### src/rtl/fact_seq_pkg.sv
// Shared widths, limits and state encoding for the factorial sequencer.
package fact_seq_pkg;

  localparam int N_W       = 6;
  localparam int R_W       = 64;
  localparam int MUL_STEPS = 6;

  // Largest n whose factorial fits in R_W bits.
  localparam logic [N_W-1:0] OVF_N = 6'd20;

  typedef enum logic [1:0] {
    IDLE = 2'd0,
    MUL  = 2'd1,
    NEXT = 2'd2,
    DONE = 2'd3
  } state_t;

endpackage

### src/rtl/fact_seq_if.sv
// Request/result bundle between a requester and the factorial sequencer.
interface fact_seq_if;
  import fact_seq_pkg::*;

  logic           start;
  logic [N_W-1:0] n_in;
  logic           busy;
  logic           done;
  logic [R_W-1:0] result;
  logic           overflow;

  modport master (output start, n_in, input busy, done, result, overflow);
  modport slave  (input start, n_in, output busy, done, result, overflow);

endinterface

### src/rtl/fact_cnt_dn.sv
// Loadable down-counter holding the current multiplier, with a "equals two" flag.
module fact_cnt_dn
  import fact_seq_pkg::*;
(
  input  logic           clk,
  input  logic           reset_n,
  input  logic           load_i,
  input  logic           dec_i,
  input  logic [N_W-1:0] d_i,
  output logic [N_W-1:0] q_o,
  output logic           is_two_o
);

  logic [N_W-1:0] cnt_q;

  // Counter register; load wins over decrement.
  always_ff @(posedge clk or negedge reset_n) begin
    if (!reset_n) begin
      cnt_q <= 6'd0;
    end else if (load_i) begin
      cnt_q <= d_i;
    end else if (dec_i) begin
      cnt_q <= cnt_q - 6'd1;
    end else begin
      cnt_q <= cnt_q;
    end
  end

  assign q_o      = cnt_q;
  assign is_two_o = (cnt_q == 6'd2);

endmodule

### src/rtl/fact_seq.sv
// Iterative factorial: acc is multiplied by cnt, cnt-1, ..., 2 with a
// bit-serial shift-add multiply (one multiplier bit per cycle).
module fact_seq
  import fact_seq_pkg::*;
(
  input  logic       clk,
  input  logic       reset_n,
  fact_seq_if.slave  bus
);

  localparam logic [2:0] LAST_BIT = 3'(MUL_STEPS - 1);

  state_t         state_q, state_d;
  logic [R_W-1:0] acc_q, acc_d;
  logic [R_W-1:0] tmp_q, tmp_d;
  logic [2:0]     bidx_q, bidx_d;
  logic           ovf_pend_q, ovf_pend_d;
  logic [R_W-1:0] result_q, result_d;
  logic           overflow_q, overflow_d;
  logic           busy_q, busy_d;
  logic           done_q, done_d;

  logic           cnt_load_s;
  logic           cnt_dec_s;
  logic [N_W-1:0] cnt_s;
  logic           cnt_is_two_s;

  fact_cnt_dn u_cnt (
    .clk      (clk),
    .reset_n  (reset_n),
    .load_i   (cnt_load_s),
    .dec_i    (cnt_dec_s),
    .d_i      (bus.n_in),
    .q_o      (cnt_s),
    .is_two_o (cnt_is_two_s)
  );

  // Next-state, datapath next values and counter enables.
  always_comb begin
    state_d    = state_q;
    acc_d      = acc_q;
    tmp_d      = tmp_q;
    bidx_d     = bidx_q;
    ovf_pend_d = ovf_pend_q;
    result_d   = result_q;
    overflow_d = overflow_q;
    cnt_load_s = 1'b0;
    cnt_dec_s  = 1'b0;

    case (state_q)
      IDLE, DONE: begin
        if (bus.start) begin
          cnt_load_s = 1'b1;
          acc_d      = 64'd1;
          tmp_d      = 64'd0;
          bidx_d     = 3'd0;
          ovf_pend_d = (bus.n_in > OVF_N);
          if (bus.n_in <= 6'd1) begin
            // 0! and 1! skip the multiply and report 1 in the DONE cycle.
            state_d    = DONE;
            result_d   = 64'd1;
            overflow_d = (bus.n_in > OVF_N);
          end else begin
            state_d = MUL;
          end
        end else begin
          state_d = IDLE;
        end
      end
      MUL: begin
        if (cnt_s[bidx_q]) begin
          tmp_d = tmp_q + (acc_q << bidx_q);
        end else begin
          tmp_d = tmp_q;
        end
        if (bidx_q == LAST_BIT) begin
          bidx_d  = 3'd0;
          state_d = NEXT;
        end else begin
          bidx_d  = bidx_q + 3'd1;
          state_d = MUL;
        end
      end
      NEXT: begin
        acc_d = tmp_q;
        tmp_d = 64'd0;
        if (cnt_is_two_s) begin
          // acc is being loaded with tmp on this edge, so publish tmp directly.
          state_d    = DONE;
          result_d   = tmp_q;
          overflow_d = ovf_pend_q;
        end else begin
          cnt_dec_s = 1'b1;
          state_d   = MUL;
        end
      end
      default: begin
        state_d = IDLE;
      end
    endcase

    busy_d = (state_d == MUL) || (state_d == NEXT);
    done_d = (state_d == DONE);
  end

  // State, datapath and output registers.
  always_ff @(posedge clk or negedge reset_n) begin
    if (!reset_n) begin
      state_q    <= IDLE;
      acc_q      <= 64'd0;
      tmp_q      <= 64'd0;
      bidx_q     <= 3'd0;
      ovf_pend_q <= 1'b0;
      result_q   <= 64'd0;
      overflow_q <= 1'b0;
      busy_q     <= 1'b0;
      done_q     <= 1'b0;
    end else begin
      state_q    <= state_d;
      acc_q      <= acc_d;
      tmp_q      <= tmp_d;
      bidx_q     <= bidx_d;
      ovf_pend_q <= ovf_pend_d;
      result_q   <= result_d;
      overflow_q <= overflow_d;
      busy_q     <= busy_d;
      done_q     <= done_d;
    end
  end

  assign bus.busy     = busy_q;
  assign bus.done     = done_q;
  assign bus.result   = result_q;
  assign bus.overflow = overflow_q;

endmodule

### src/flat_wrapper.sv
// flat-port wrapper written by rule: the top's interface ports become plain ports
module fact_seq_flat import fact_seq_pkg::*;
  (clk, reset_n, bus_start, bus_n_in, bus_busy, bus_done, bus_result, bus_overflow);
  fact_seq_if bus_i ();
  input  logic clk;
  input  logic reset_n;
  input wire logic [$bits(bus_i.start)-1:0] bus_start;
  input wire logic [$bits(bus_i.n_in)-1:0] bus_n_in;
  output wire logic [$bits(bus_i.busy)-1:0] bus_busy;
  output wire logic [$bits(bus_i.done)-1:0] bus_done;
  output wire logic [$bits(bus_i.result)-1:0] bus_result;
  output wire logic [$bits(bus_i.overflow)-1:0] bus_overflow;
  assign bus_i.start = bus_start;
  assign bus_i.n_in = bus_n_in;
  assign bus_busy = bus_i.busy;
  assign bus_done = bus_i.done;
  assign bus_result = bus_i.result;
  assign bus_overflow = bus_i.overflow;
  fact_seq u_core (.clk(clk), .reset_n(reset_n), .bus(bus_i));
endmodule
### config.mk
export PLATFORM = sky130hd
export DESIGN_NAME = fact_seq_flat
export DESIGN_NICKNAME = d
export VERILOG_FILES = /design/src/rtl/fact_seq_pkg.sv /design/src/rtl/fact_seq_if.sv /design/src/rtl/fact_cnt_dn.sv /design/src/rtl/fact_seq.sv /design/src/flat_wrapper.sv
export SDC_FILE = /design/constraint.sdc
export NUM_CORES = 1
export LEC_CHECK = 0
export BUFFER_PORTS_ARGS = -buffer_cell sky130_fd_sc_hd__buf_2
export CAP_MARGIN = 20
export CORE_MARGIN = 2
export CORE_UTILIZATION = 67
export CTS_CLUSTER_DIAMETER = 200
export DETAILED_ROUTE_END_ITERATION = 12
export MAX_ROUTING_LAYER = met4
export PLACE_DENSITY = 0.86
export REMOVE_ABC_BUFFERS = 1
export SYNTH_ARGS = -nofsm -noshare
export SYNTH_HDL_FRONTEND = slang
export SYNTH_HIERARCHICAL = 1
export SYNTH_SLANG_ARGS = --single-unit
### constraint.sdc
create_clock -name clk -period 12.95 [get_ports clk]
set_input_delay 2.59 -clock clk [delete_from_list [all_inputs] [get_ports clk]]
set_output_delay 2.59 -clock clk [all_outputs]
set_load 0.02 [all_outputs]
==> impl_metrics.yaml <==
placement:
  dp.cells: 1746
  io_buffers: 75
  hpwl_mm: 24.93
  placed_area_um2: 14160
  gp_congestion: 0.9735
  place_ws_ps: 7773
logic_synthesis:
  ys.warnings.count: 6
  syn_area_per_cell_um2: 9.204
  synth_top_cell_by_area: "dfrtp_1"
  ys_seq_area_share_pct: 37.77
  netlist_instances: 1490
  synth_top_area_share_pct: 37.77
  synth-edff-count: 0
  synthTopCellsByArea: "dfrtp_1 38%, nand2_1 7.7%, mux4_2 7.4%"
  synth.distinct_cells: 72
  syn_area_um2: 13710
  synthFlopType: "dfrtp_1"
  synthArstFlopShare_pct: 100.0
  ys_ff_latch: 207
pwr:
  p_switching_w: 0.0002795
  p_clk_share_pct: 49.2
  power.leakage_nw: 6.551
  pwr-share-comb_pct: 1.3
  irDropWorstVdd_uv: 87.40
  p_seq_share_pct: 49.6
  totalPowerFinal_w: 0.001305
  powerDensity_nw_per_um2: 87.37
  p_int_w: 0.001025
  p_sw_share_pct: 21.42
worst_setup_path:
  critPathCaptureType: "flop"
  crit_arrival_ps: 5650
  cp_slowest_cell: "dfrtp_2"
  cpLargestDelayFamily: "compound AO/OA/AOI/OAI gates"
  critPathRequiredTime_ps: 13320
  worstPathCellList: "buf_4 -> mux2_2 -> mux4_2 -> ha_1 -> a21oi_1 -> o21bai_1 -> a21o_1 -> a21o_1 -> a211oi_1 -> nor2_1 -> a2111oi_1 -> o21bai_1 -> xnor2_1 -> o21ai_0"
  worstSetupStartpointType: "flop"
  critPathKind: "reg2reg"
  critPathMaxFanout: 37
  max_stage_delay_ps: 910
  worst-path-buf-inv: 1
global_routing:
  antenna_found_initial: 0
  grt_max_degree: 131
  grt_pass1_vias: 11645
  globalRouteTotalUtil_pct: 34.75
  grt_remaining_overflow: 0
  grt_pass1_wl_mm: 59.69
sta:
  final-hold-violation-count: 0
  final.min_clock_period_ps: 5288
  skew_ps: 12.95
  setup_viol: 0
  setup_slack_ps: 7662
  max_slew.worst_pin.slew_ps: 945.9
  max_slew_margin_pct: 36.78
  rsz0062_at_grt: "no"
  fin_crit_sh_pct: 40.84
  drv_slew: 0
  fmax_ghz: 0.1891
  finalSetupTns_ps: 0
min_path:
  hold_class: "reg2reg"
clocking:
  numCtsBuffers: 22
  clk_path_buf_depth: 3
  cts_root_buffer: "clkbuf_16"
  cts_setup_buffers: 0
  cts.clk_slew.worst_paths_ps: 60
  insertion_delay_ps: 520
  hold_buffers: 0
  post_cts_resized: 0
  cts_tree: "yes"
  h-tree-depth: 1
  cts_num_sinks: 207
final_layout:
  multiInputGateArea_um2: 8069
  drive_gt1_share_pct: 15.69
  area_delta_synth_final_pct: 8.886
  final_area_um2: 14930
  seq_area_um2: 5186
  nFillCells: 1468
  final_nets: 1580
  finalNonFillerCells: 1787
  diodes: 0
floorplan:
  core-area_um2: 20170
  fp.dieW_um: 147.1
  dieArea_um2: 21630
  std_cell_rows: 52
  die_h_um: 147.1
  start_util_pct: 68.00
  boundaryPins: 76
route:
  wl_per_cell_um: 20.14
  via_per_inst: 6.610
  drtIter0Drc: 961
  totalWireLength_mm: 35.99
  ant_nets: 0
  drt_pass1_iterations: 8
  vias: 11812
  drc: 0
outcome:
  status: "complete, no violations"
job:
  maxCapViolations: 0
-- flip-flops by register name, summed over array words and instances (netlist names) --
register             flops
u_core/acc_q            64
u_core/bidx_q            3
u_core/bus.busy          1
u_core/bus.done          1
u_core/bus.overflow      1
u_core/bus.result       64
u_core/ovf_pend_q        1
u_core/state_q           2
u_core/tmp_q            64
u_core/u_cnt/q_o         6
-- cell type report --
cell class	instances	share of cell area, %
Inverter	28	0.7038
Clock buffer	28	4.114
Timing Repair Buffer	87	3.393
Clock inverter	11	0.7625
Multi-Input combinational cell	1156	54.03
Sequential cell	207	34.73
Tap cell	270	2.262
-- metal layers --
layer / GRT usage, % / vias to the layer above / part of all wire, %
met1: 46.52 / 5762 / 42
met3: 4.845 / 107 / 6.6
met5: - / - / 0
li1: - / 5440 / -
met4: 12.07 / 0 / 3.3
met2: 55.12 / 503 / 48
-- worst min-delay path, stage by stage (launching register included) --
cell	delay (ps)
dfrtp_1	330
nand2_1	40
o21ai_0	60
-- power groups by stage --
stage | clock (W) | sequential [W] | combinational [W]
final | 0.000642 | 0.000647 | 0.0000164
after global placement | 0 | 0.000659 | 0.0000159
after CTS | 0.000649 | 0.000647 | 0.0000162
after detailed placement | 0 | 0.000659 | 0.0000161
after global routing | 0.000674 | 0.000646 | 0.0000195
after floorplan | 0 | 0.000659 | 0.000000577
-- cell usage after synthesis, types with 10 or more instances --
master and count:
nor2b_1 10, nand2_1 282, xnor2_1 33, mux2_2 54, nor2_1 66, o21ai_1 17
a21oi_1 91, mux2i_1 17, a22o_1 65, xor2_1 28, ha_1 68, nand3_1 20
mux4_2 45, o31ai_1 11, dfrtp_1 207, a21o_1 22, o21ai_0 168, o21bai_1 24
buf_1 14, clkbuf_1 73, inv_1 27, buf_2 12, nand4_1 16
-- placed cells by master, fill, tap and decap left out, types with 20 or more instances in the layout --
| cell | netlist | routed |
|---|---|---|
| a21o_1 | 22 | 22 |
| a21oi_1 | 91 | 90 |
| a22o_1 | 65 | 65 |
| buf_2 | 12 | 74 |
| clkbuf_16 | 0 | 23 |
| dfrtp_1 | 207 | 204 |
| ha_1 | 68 | 67 |
| inv_1 | 27 | 27 |
| mux2_2 | 54 | 54 |
| mux4_2 | 45 | 45 |
| nand2_1 | 282 | 281 |
| nand3_1 | 20 | 20 |
| nor2_1 | 66 | 66 |
| o21ai_0 | 168 | 168 |
| o21bai_1 | 24 | 24 |
| xnor2_1 | 33 | 33 |
| xor2_1 | 28 | 28 |
-- kinds of logic (layout without fill, tap and decap cells) --
| group | count (synthesis) | count (layout) | share of synthesized area, % |
|---|---|---|---|
| mux | 116 | 116 | 13.06 |
| fa+ha+maj | 69 | 69 | 6.350 |
| compound gates | 466 | 466 | 21.39 |
| xor+xnor | 61 | 61 | 3.896 |
| buf+inv | 127 | 154 | 3.585 |
| simple gates | 444 | 444 | 13.94 |
| flops | 207 | 207 | 37.77 |
-- worst paths after layout --
check,to,depth (start not counted),slack (ps),startpoint
max in group asynchronous,u_core/bidx_q[1]$_DFFE_PN0P_,2,9610,reset_n
worst min-delay path,u_core/bus.result[58]$_DFFE_PN0P_,2,470,u_core/bus.result[58]$_DFFE_PN0P_
worst min register to register,u_core/bus.result[58]$_DFFE_PN0P_,2,470,u_core/bus.result[58]$_DFFE_PN0P_
worst max-delay path,u_core/tmp_q[57]$_DFFE_PN0P_,14,7660,u_core/bidx_q[0]$_DFFE_PN0P_
min in group asynchronous,u_core/bus.result[33]$_DFFE_PN0P_,1,2080,reset_n
worst max register to register,u_core/tmp_q[57]$_DFFE_PN0P_,14,7660,u_core/bidx_q[0]$_DFFE_PN0P_
-- per-stage QoR --
step                hold slack [ps]  utilization (%)
finish                        471.3            74.04
global route                  503.6            74.04
CTS                           478.6            73.80
detailed placement            464.8            70.19
global placement              455.7            70.19
floorplan                     450.1                -
Note: power is estimated with default switching activity, not from simulation.
